===== src/rtl/axil_cmd_arbiter_pkg.sv =====
// Shared types and default parameter values for the AXI-Lite command arbiter.
//   arb_state_t : arbiter FSM states (idle, issue strobe, wait for driver, completion pulse)
//   *_DEF       : default values for NREQ, ADDR_W, DATA_W and TIMEOUT
package axil_arb_pkg;

  localparam int unsigned NREQ_DEF    = 4;
  localparam int unsigned ADDR_W_DEF  = 32;
  localparam int unsigned DATA_W_DEF  = 32;
  localparam int unsigned TIMEOUT_DEF = 64;

  typedef enum logic [1:0] {
    StIdle,
    StIssue,
    StWait,
    StDone
  } arb_state_t;

endpackage


===== src/rtl/axil_cmd_arbiter_if.sv =====
// Bundle of requester-side and driver-side command signals of the arbiter.
//   req_exec/req_we/req_addr/req_wdata : per-requester commands (slice i = requester i)
//   req_fin/req_err/req_rdata          : completion pulse, timeout flag, shared read data
//   m_exec/m_we/m_addr/m_wdata         : command strobe and latched command to the driver
//   m_rdata/m_fin                      : read data and completion pulse from the driver
// Modports: master = arbiter view, slave = requesters plus driver (environment) view.
interface axil_cmd_arbiter_if import axil_arb_pkg::*; #(
  parameter int unsigned NREQ   = NREQ_DEF,
  parameter int unsigned ADDR_W = ADDR_W_DEF,
  parameter int unsigned DATA_W = DATA_W_DEF
) ();

  logic [NREQ-1:0]        req_exec;
  logic [NREQ-1:0]        req_we;
  logic [NREQ*ADDR_W-1:0] req_addr;
  logic [NREQ*DATA_W-1:0] req_wdata;
  logic [NREQ-1:0]        req_fin;
  logic                   req_err;
  logic [DATA_W-1:0]      req_rdata;

  logic                   m_exec;
  logic                   m_we;
  logic [ADDR_W-1:0]      m_addr;
  logic [DATA_W-1:0]      m_wdata;
  logic [DATA_W-1:0]      m_rdata;
  logic                   m_fin;

  modport master (
    input  req_exec, req_we, req_addr, req_wdata, m_rdata, m_fin,
    output req_fin, req_err, req_rdata, m_exec, m_we, m_addr, m_wdata
  );

  modport slave (
    output req_exec, req_we, req_addr, req_wdata, m_rdata, m_fin,
    input  req_fin, req_err, req_rdata, m_exec, m_we, m_addr, m_wdata
  );

endinterface


===== src/rtl/axil_cmd_arbiter_rr_arbiter.sv =====
// Combinational round-robin picker.
//   req       : request vector
//   rr_ptr    : highest-priority index for this pick
//   mask      : requesters excluded from this pick
//   grant     : one-hot grant (all zero when nothing eligible)
//   grant_idx : index of the granted requester (0 when nothing eligible)
module rr_arbiter #(
  parameter  int unsigned NREQ = 4,
  localparam int unsigned IdxW = $clog2(NREQ)
) (
  input  logic [NREQ-1:0] req,
  input  logic [IdxW-1:0] rr_ptr,
  input  logic [NREQ-1:0] mask,
  output logic [NREQ-1:0] grant,
  output logic [IdxW-1:0] grant_idx
);

  logic            found;
  int              sum;
  logic [IdxW-1:0] pos;

  // Scan from rr_ptr upward, wrapping modulo NREQ; first eligible request wins.
  always_comb begin
    grant     = '0;
    grant_idx = '0;
    found     = 1'b0;
    sum       = 0;
    pos       = '0;
    for (int k = 0; k < int'(NREQ); k++) begin
      sum = int'(rr_ptr) + k;
      if (sum >= int'(NREQ)) sum = sum - int'(NREQ);
      pos = IdxW'(sum);
      if (!found && req[pos] && !mask[pos]) begin
        found      = 1'b1;
        grant[pos] = 1'b1;
        grant_idx  = pos;
      end
    end
  end

endmodule


===== src/rtl/axil_cmd_arbiter.sv =====
// Round-robin arbiter serialising NREQ command requesters onto one AXI-Lite master driver.
//   clk    : clock, rising edge
//   nreset : asynchronous active-low reset
//   bus    : command interface (master modport): requester commands in, completion out,
//            command strobe and latched command to the driver, driver completion in
// A granted command is strobed once, then the arbiter waits for m_fin or a timeout of
// TIMEOUT cycles, and returns a one-cycle req_fin to the granted requester.
module axil_cmd_arbiter import axil_arb_pkg::*; #(
  parameter int unsigned NREQ    = NREQ_DEF,
  parameter int unsigned ADDR_W  = ADDR_W_DEF,
  parameter int unsigned DATA_W  = DATA_W_DEF,
  parameter int unsigned TIMEOUT = TIMEOUT_DEF
) (
  input logic                 clk,
  input logic                 nreset,
  axil_cmd_arbiter_if.master  bus
);

  localparam int unsigned IdxW = $clog2(NREQ);
  localparam int unsigned CntW = $clog2(TIMEOUT + 1);

  arb_state_t        state_q, state_d;
  logic [IdxW-1:0]   grant_q, grant_d;
  logic              we_q, we_d;
  logic [ADDR_W-1:0] addr_q, addr_d;
  logic [DATA_W-1:0] wdata_q, wdata_d;
  logic [DATA_W-1:0] rdata_q, rdata_d;
  logic              err_q, err_d;
  logic [IdxW-1:0]   ptr_q, ptr_d;
  logic [NREQ-1:0]   mask_q, mask_d;
  logic [CntW-1:0]   cnt_q, cnt_d;

  logic [NREQ-1:0]   arb_grant;
  logic [IdxW-1:0]   arb_idx;

  rr_arbiter #(
    .NREQ (NREQ)
  ) u_rr_arbiter (
    .req       (bus.req_exec),
    .rr_ptr    (ptr_q),
    .mask      (mask_q),
    .grant     (arb_grant),
    .grant_idx (arb_idx)
  );

  always_comb begin
    state_d = state_q;
    grant_d = grant_q;
    we_d    = we_q;
    addr_d  = addr_q;
    wdata_d = wdata_q;
    rdata_d = rdata_q;
    err_d   = err_q;
    ptr_d   = ptr_q;
    mask_d  = mask_q;
    cnt_d   = cnt_q;
    unique case (state_q)
      StIdle: begin
        // The mask only covers the single idle cycle following a completion.
        mask_d = '0;
        if (|arb_grant) begin
          grant_d = arb_idx;
          for (int i = 0; i < int'(NREQ); i++) begin
            if (arb_grant[i]) begin
              we_d    = bus.req_we[i];
              addr_d  = bus.req_addr[i*ADDR_W +: ADDR_W];
              wdata_d = bus.req_wdata[i*DATA_W +: DATA_W];
            end
          end
          state_d = StIssue;
        end
      end
      StIssue: begin
        cnt_d   = '0;
        state_d = StWait;
      end
      StWait: begin
        if (bus.m_fin) begin
          rdata_d = we_q ? '0 : bus.m_rdata;
          err_d   = 1'b0;
          state_d = StDone;
        end else if (cnt_q == CntW'(TIMEOUT - 1)) begin
          rdata_d = '0;
          err_d   = 1'b1;
          state_d = StDone;
        end else begin
          cnt_d = cnt_q + 1'b1;
        end
      end
      StDone: begin
        ptr_d          = (grant_q == IdxW'(NREQ - 1)) ? '0 : grant_q + 1'b1;
        mask_d         = '0;
        mask_d[grant_q] = 1'b1;
        state_d        = StIdle;
      end
      default: state_d = StIdle;
    endcase
  end

  always_ff @(posedge clk or negedge nreset) begin
    if (!nreset) begin
      state_q <= StIdle;
      grant_q <= '0;
      we_q    <= 1'b0;
      addr_q  <= '0;
      wdata_q <= '0;
      rdata_q <= '0;
      err_q   <= 1'b0;
      ptr_q   <= '0;
      mask_q  <= '0;
      cnt_q   <= '0;
    end else begin
      state_q <= state_d;
      grant_q <= grant_d;
      we_q    <= we_d;
      addr_q  <= addr_d;
      wdata_q <= wdata_d;
      rdata_q <= rdata_d;
      err_q   <= err_d;
      ptr_q   <= ptr_d;
      mask_q  <= mask_d;
      cnt_q   <= cnt_d;
    end
  end

  // Latched command is only visible while a transaction is in flight.
  always_comb begin
    bus.m_exec    = (state_q == StIssue);
    bus.m_we      = (state_q != StIdle) && we_q;
    bus.m_addr    = (state_q != StIdle) ? addr_q : '0;
    bus.m_wdata   = (state_q != StIdle) ? wdata_q : '0;
    bus.req_fin   = '0;
    if (state_q == StDone) bus.req_fin[grant_q] = 1'b1;
    bus.req_rdata = rdata_q;
    bus.req_err   = err_q;
  end

endmodule


===== src/flat_wrapper.sv =====
// flat-port wrapper written by rule: the top's interface ports become plain ports
module axil_cmd_arbiter_flat import axil_arb_pkg::*;
#(
  parameter int unsigned NREQ    = NREQ_DEF,
  parameter int unsigned ADDR_W  = ADDR_W_DEF,
  parameter int unsigned DATA_W  = DATA_W_DEF,
  parameter int unsigned TIMEOUT = TIMEOUT_DEF
)
  (clk, nreset, bus_req_exec, bus_req_we, bus_req_addr, bus_req_wdata, bus_m_rdata, bus_m_fin, bus_req_fin, bus_req_err, bus_req_rdata, bus_m_exec, bus_m_we, bus_m_addr, bus_m_wdata);
  axil_cmd_arbiter_if #(.NREQ(NREQ), .ADDR_W(ADDR_W), .DATA_W(DATA_W)) bus_i ();
  input logic clk;
  input logic nreset;
  input wire logic [$bits(bus_i.req_exec)-1:0] bus_req_exec;
  input wire logic [$bits(bus_i.req_we)-1:0] bus_req_we;
  input wire logic [$bits(bus_i.req_addr)-1:0] bus_req_addr;
  input wire logic [$bits(bus_i.req_wdata)-1:0] bus_req_wdata;
  input wire logic [$bits(bus_i.m_rdata)-1:0] bus_m_rdata;
  input wire logic [$bits(bus_i.m_fin)-1:0] bus_m_fin;
  output wire logic [$bits(bus_i.req_fin)-1:0] bus_req_fin;
  output wire logic [$bits(bus_i.req_err)-1:0] bus_req_err;
  output wire logic [$bits(bus_i.req_rdata)-1:0] bus_req_rdata;
  output wire logic [$bits(bus_i.m_exec)-1:0] bus_m_exec;
  output wire logic [$bits(bus_i.m_we)-1:0] bus_m_we;
  output wire logic [$bits(bus_i.m_addr)-1:0] bus_m_addr;
  output wire logic [$bits(bus_i.m_wdata)-1:0] bus_m_wdata;
  assign bus_i.req_exec = bus_req_exec;
  assign bus_i.req_we = bus_req_we;
  assign bus_i.req_addr = bus_req_addr;
  assign bus_i.req_wdata = bus_req_wdata;
  assign bus_i.m_rdata = bus_m_rdata;
  assign bus_i.m_fin = bus_m_fin;
  assign bus_req_fin = bus_i.req_fin;
  assign bus_req_err = bus_i.req_err;
  assign bus_req_rdata = bus_i.req_rdata;
  assign bus_m_exec = bus_i.m_exec;
  assign bus_m_we = bus_i.m_we;
  assign bus_m_addr = bus_i.m_addr;
  assign bus_m_wdata = bus_i.m_wdata;
  axil_cmd_arbiter #(.NREQ(NREQ), .ADDR_W(ADDR_W), .DATA_W(DATA_W), .TIMEOUT(TIMEOUT)) u_core (.clk(clk), .nreset(nreset), .bus(bus_i));
endmodule

===== config.mk =====
export PLATFORM = sky130hd
export DESIGN_NAME = axil_cmd_arbiter_flat
export DESIGN_NICKNAME = d
export VERILOG_FILES = /design/src/rtl/axil_cmd_arbiter_pkg.sv /design/src/rtl/axil_cmd_arbiter_if.sv /design/src/rtl/axil_cmd_arbiter_rr_arbiter.sv /design/src/rtl/axil_cmd_arbiter.sv /design/src/flat_wrapper.sv
export SDC_FILE = /design/constraint.sdc
export NUM_CORES = 1
export LEC_CHECK = 0
export CORE_UTILIZATION = 30
export CTS_CLUSTER_DIAMETER = 100
export DETAILED_ROUTE_END_ITERATION = 10
export DONT_BUFFER_PORTS = 1
export SLEW_MARGIN = 20
export SYNTH_ARGS = -nofsm -noshare
export SYNTH_HDL_FRONTEND = slang
export SYNTH_SLANG_ARGS = --single-unit

===== constraint.sdc =====
create_clock -name clk -period 4 [get_ports clk]
set_clock_uncertainty 0.05 [all_clocks]
set_input_delay 0.8 -clock clk [delete_from_list [all_inputs] [get_ports clk]]
set_output_delay 0.8 -clock clk [all_outputs]
set_load 0.01 [all_outputs]

Yosys cells after proc, flatten, opt, wreduce, memory -nomap -nowiden
Index checks and enable logic that the tools add are counted.
Cells by class
  add/subtract/negate cells: 9
  order comparisons: 14
  eq/ne operators: 9
  multiplexer cells: 70
  bitwise logic cells: 3
  reductions and logical operators: 32
Operators by type and width (number)
  $mux 32: 13
  $mux 2: 12
  $mux 1: 22
  $mux 4: 5
  $bmux 1 s2: 8
  $lt 2x3->1 const B: 5
  $mux 7: 2
  $pmux 7 s2: 1
  $logic_and 1x1->1: 13
  $or 4x4->4: 3
  $demux 1 s2: 5
  $ge 2x1->1 const B: 5
  $ge 3x3->1 const B: 3
  $pmux 2 s4: 1
  $pmux 4 s2: 1
  $reduce_bool 2->1: 4
  $sub 2x1->2 const B: 4
  $add 7x1->7 const B: 1
  $eq 7x6->1 const B: 1
  $logic_not 1->1: 7
  $add 2x2->3 const B: 2
  $eq 2x2->1 const B: 3
  $reduce_and 2->1: 3
  $reduce_and 3->1: 2
  10 further kinds: 11
Word-level totals
  register bits after elaboration: 115
  input port bits: 299
  logic and storage cells: 147

Longest topological paths before layout
  depth in word-level cells: 23
  gate-level depth with buffers: 13

Hierarchy
A second synthesis with hierarchy kept.
Unflattened totals
  cell total of the unflattened synthesis: 791
  area, all modules: 7317.0 um^2
Modules (own cells, without submodules)
  axil_cmd_arbiter: times used 1, cells an instance 731, area each 6822.8 um^2, sequential area each 2877.8 um^2
  rr_arbiter: times used 1, cells an instance 60, area each 494.2 um^2, sequential area each 0.0 um^2

Least setup slack after synthesis
OpenSTA, ideal clock, no wires.
  path type: reg2reg
  start point: reg u_core.ptr_q[0]
  end point: reg u_core.addr_q[10]
  library setup time: 121 ps
  data arrival time: 3085 ps
  data required time: 3829 ps
  path slack: 744 ps
  stages on the path, launching flop included: 14
  buffers on the path: 4
  clock period less this slack: 3256 ps
  cell sequence: dfrtp_1 buf_6 inv_1 ha_1 buf_6 and4b_2 nor4_4 nor2_1 a22o_1 a221o_1 buf_6 buf_6 a221o_1 o22a_1
On the way
  cells in the longest elaborated chain, start to end: 22
Ends and longest elaborated chain
  start, declared: line axil_cmd_arbiter.sv:29  | logic [IdxW-1:0] ptr_q, ptr_d;
  start signal, assigned: line axil_cmd_arbiter.sv:120  | ptr_q <= ptr_d;
  branches (longest 18 deep; another with $add 2x1->3)
  $mux 4 *: line axil_cmd_arbiter_rr_arbiter.sv:33  | if (!found && req[pos] && !mask[pos]) begin
  $mux 32 (3 in a row): line axil_cmd_arbiter.sv:64  | if (arb_grant[i]) begin
  end signal, assigned: line axil_cmd_arbiter.sv:116  | addr_q <= addr_d;
  end, declared: line axil_cmd_arbiter.sv:25  | logic [ADDR_W-1:0] addr_q, addr_d;
Every way passes the cells marked *. The select of a mux whose other input is x is not followed.
A chain may end at the register's enable or synchronous reset.

Final worst setup path
  start point: reg u_core.ptr_q[1]
  end point: reg u_core.addr_q[1]
Same word-level chain as after synthesis.

==> results.ini <==
[layout]
stdcell_count=1191
final_common_cell=dfrtp_1
mostFrequentLayoutCells=dfrtp_1 (115), o21ai_0 (71), a21oi_1 (69)
nNetsFinal=1110
drive_gt1_frac=0.140
syn_to_final_growth_pct=7.74

[global_route]
grt_start_max_net_pins=116
grt_pass1_wl_mm=42.1
antenna_found_initial=5
track_usage=0.193
grt_overflow=0
first_global_vias=7100

[worst_setup_path]
crit_path_start_kind=flop
max_stage_delay_ns=0.49
arrival_ns=4.10
worstPathMaxFanout=69
critical_path.slowest_cell=a311o_2
required_ns=4.31
crit_chain=clkinv_1 > ha_1 > and4bb_2 > o41ai_2 > nor2_1 > a311o_2 > buf_12 > buf_4 > or3b_1 > a311oi_1 > o22a_1
cp.buffers_inverters=3
worstSetupPathType=flop to flop
cp-end-kind=flop
cpLargestDelayFamily=compound AO/OA/AOI/OAI gates

[clock_network]
cts_tree=done
insertion_delay_ns=0.42
cts_root_buf=clkbuf_16
cts_made_buffers=17
clockBufferDepth=2
path_clk_slew_ns=0.07
htree_levels=4
cts_sinks=115

[die]
chipHeight_microns=171
ios=402
dieArea_sq_mm=0.0292
core_sq_mm=0.0279
core.rowCount=61
initial_core_util=0.306
dieWidth_microns=171

[sta]
slew_viol_final=0
finalHoldViolations=0
post-route-min-period_ns=3.79
finalCritPeriodShare=0.948
setup_viol=0
rsz0062_at_grt=false
fmax_ghz=0.264
tightest_slew_ns=1.04
setup_slack_ns=0.208
fin_tns_setup_ns=0
slew-limit-headroom=0.305

[placed_design]
portBuffers=0
dp_hpwl_mm=20.2
place.gp.congestion=0.841
pre_cts_ws_ns=0.164
place_inst=1153

[drt]
drtAntennaViolNets=0
first_iter_violations=503
drc=0
first_pass_iters=5
wl_mm=30.0
via_per_inst=6.23
wl_per_cell_microns=25.2
num_vias=7415

[power_and_ir_drop]
p_clk_frac=0.139
p_comb_frac=0.673
p_sw_uw=5580
power_leakage_uw=0.00344
ir_worst_vdd_uv=1060
power.density_mw_per_mm2=1210
seq_power_share=0.188
p_sw_frac=0.502
p_int_uw=5540

[logic_synthesis]
synthArstFlopShare=1.00
synth.avg_cell_area_sq_um=10.1
netlist_area_sq_mm=0.00855
seq_area_frac_synth=0.336
ys_ff_latch=115
yosys.cell_types.count=65
ys.flop_type=dfrtp_1
yosysWarnings=0
synth-edff-count=0
netlist_instances=847
synth_nets=1161

[outcome]
status=completed

[run]
maxCapViolCount=0

[hold_path]
hold_class=input pin to asynchronous set/reset pin

==> kinds of logic (layout without fill, tap and decap cells) <==
kind of cell / Yosys count / count (layout) / synth area share
AOI/OAI and AO/OA: 385 / 385 / 0.347
and+or+nand+nor: 204 / 204 / 0.166
DFF: 115 / 115 / 0.336
buffers and inverters: 114 / 76 / 0.108
adders and majority gates: 15 / 15 / 0.0219
muxes: 10 / 10 / 0.0170
xor gates and xnor gates: 4 / 4 / 0.00410
other: 0 / 4 / 0
==> registers in the layout (all words and copies together) (netlist names) <==
name,cells
u_core.bus.req_err,1
u_core.ptr_q,2
u_core.cnt_q,7
u_core.addr_q,32
u_core.wdata_q,32
u_core.mask_q,4
u_core.grant_q,2
u_core.we_q,1
u_core.state_q,2
u_core.bus.req_rdata,32
==> worst paths after layout <==
kind / start / endpoint / slack (ns) / cells after the start
worst max-delay path: u_core.ptr_q[1] / u_core.addr_q[1] / 0.21 / 11
worst max register to register: u_core.ptr_q[1] / u_core.addr_q[1] / 0.21 / 11
worst min register to register: u_core.addr_q[2] / u_core.addr_q[2] / 0.45 / 1
min in group clk: bus_m_fin / u_core.bus.req_err / 0.43 / 1
worst min-delay path: nreset / u_core.addr_q[13] / 0.03 / 0
max in group asynchronous: nreset / u_core.addr_q[17] / 3.20 / 1
==> power by group through the flow <==
stage	registers (uW)	clock network (uW)	logic (uW)
after floorplan	2000	0	6190
after global placement	2100	0	7400
after detailed placement	2110	0	7500
after CTS	2090	1600	7500
after global routing	2160	1650	8060
final	2090	1550	7480
==> per-stage QoR <==
stage	util	hold WS [ns]	total power (uW)	area (sq um)
after CTS	0.329	0.00316	11200	9190
after floorplan	-	0.424	8190	8550
final	0.330	0.0329	11100	9220
after global placement	0.308	0.431	9500	8600
after detailed placement	0.308	0.439	9610	8600
after global routing	0.330	0.000521	11900	9220
==> worst reg2reg max path, stage by stage (launching register included) <==
cell and delay [ns]:
dfrtp_1 0.41, clkinv_1 0.10, ha_1 0.46, and4bb_2 0.32
o41ai_2 0.41, nor2_1 0.09, a311o_2 0.49, buf_12 0.22
buf_4 0.26, or3b_1 0.36, a311oi_1 0.37, o22a_1 0.20
==> cell usage after synthesis (all sizes together) (3+ instances only) <==
cell type,n,share of area
a21oi,70,0.041
a221o,66,0.078
a22o,33,0.034
a311oi,65,0.067
and2,6,0.0044
and2b,4,0.0041
buf,29,0.033
clkbuf,76,0.070
dfrtp,115,0.34
ha,15,0.022
inv,7,0.0031
mux2,6,0.0079
mux4,3,0.0079
nand2,13,0.0057
nand3,6,0.0035
nand4,3,0.0022
nor2,20,0.0088
nor2b,68,0.050
o21ai,72,0.042
o22a,66,0.068
or2b,4,0.0038
or3b,65,0.067
xor2,3,0.0031
==> final cells by class <==
type / count / area (sq um)
sequential: 115 / 2880
multi-input combinational: 618 / 4830
tap: 378 / 473
clock inverter: 15 / 158
clock buffer: 17 / 425
timing repair buffer: 36 / 410
fill: 2819 / 18700
antenna: 4 / 10.0
inverter: 8 / 30.0
==> layer usage <==
layer  track usage  share of wire  up-vias
li1              -              -     3262
met1         0.218           0.39     3676
met3        0.0472          0.083       56
met4        0.0955          0.037        2
met5             0        0.00047        -
met2         0.339           0.49      419
==> repair_timing <==
item,CTS,global route
hold endpoints to repair,0,2
gates resized for setup,0,0
hold buffers,0,1
buffers inserted,0,1
setup endpoints to repair,0,1
No activity file was read; power rests on OpenSTA's default activity.
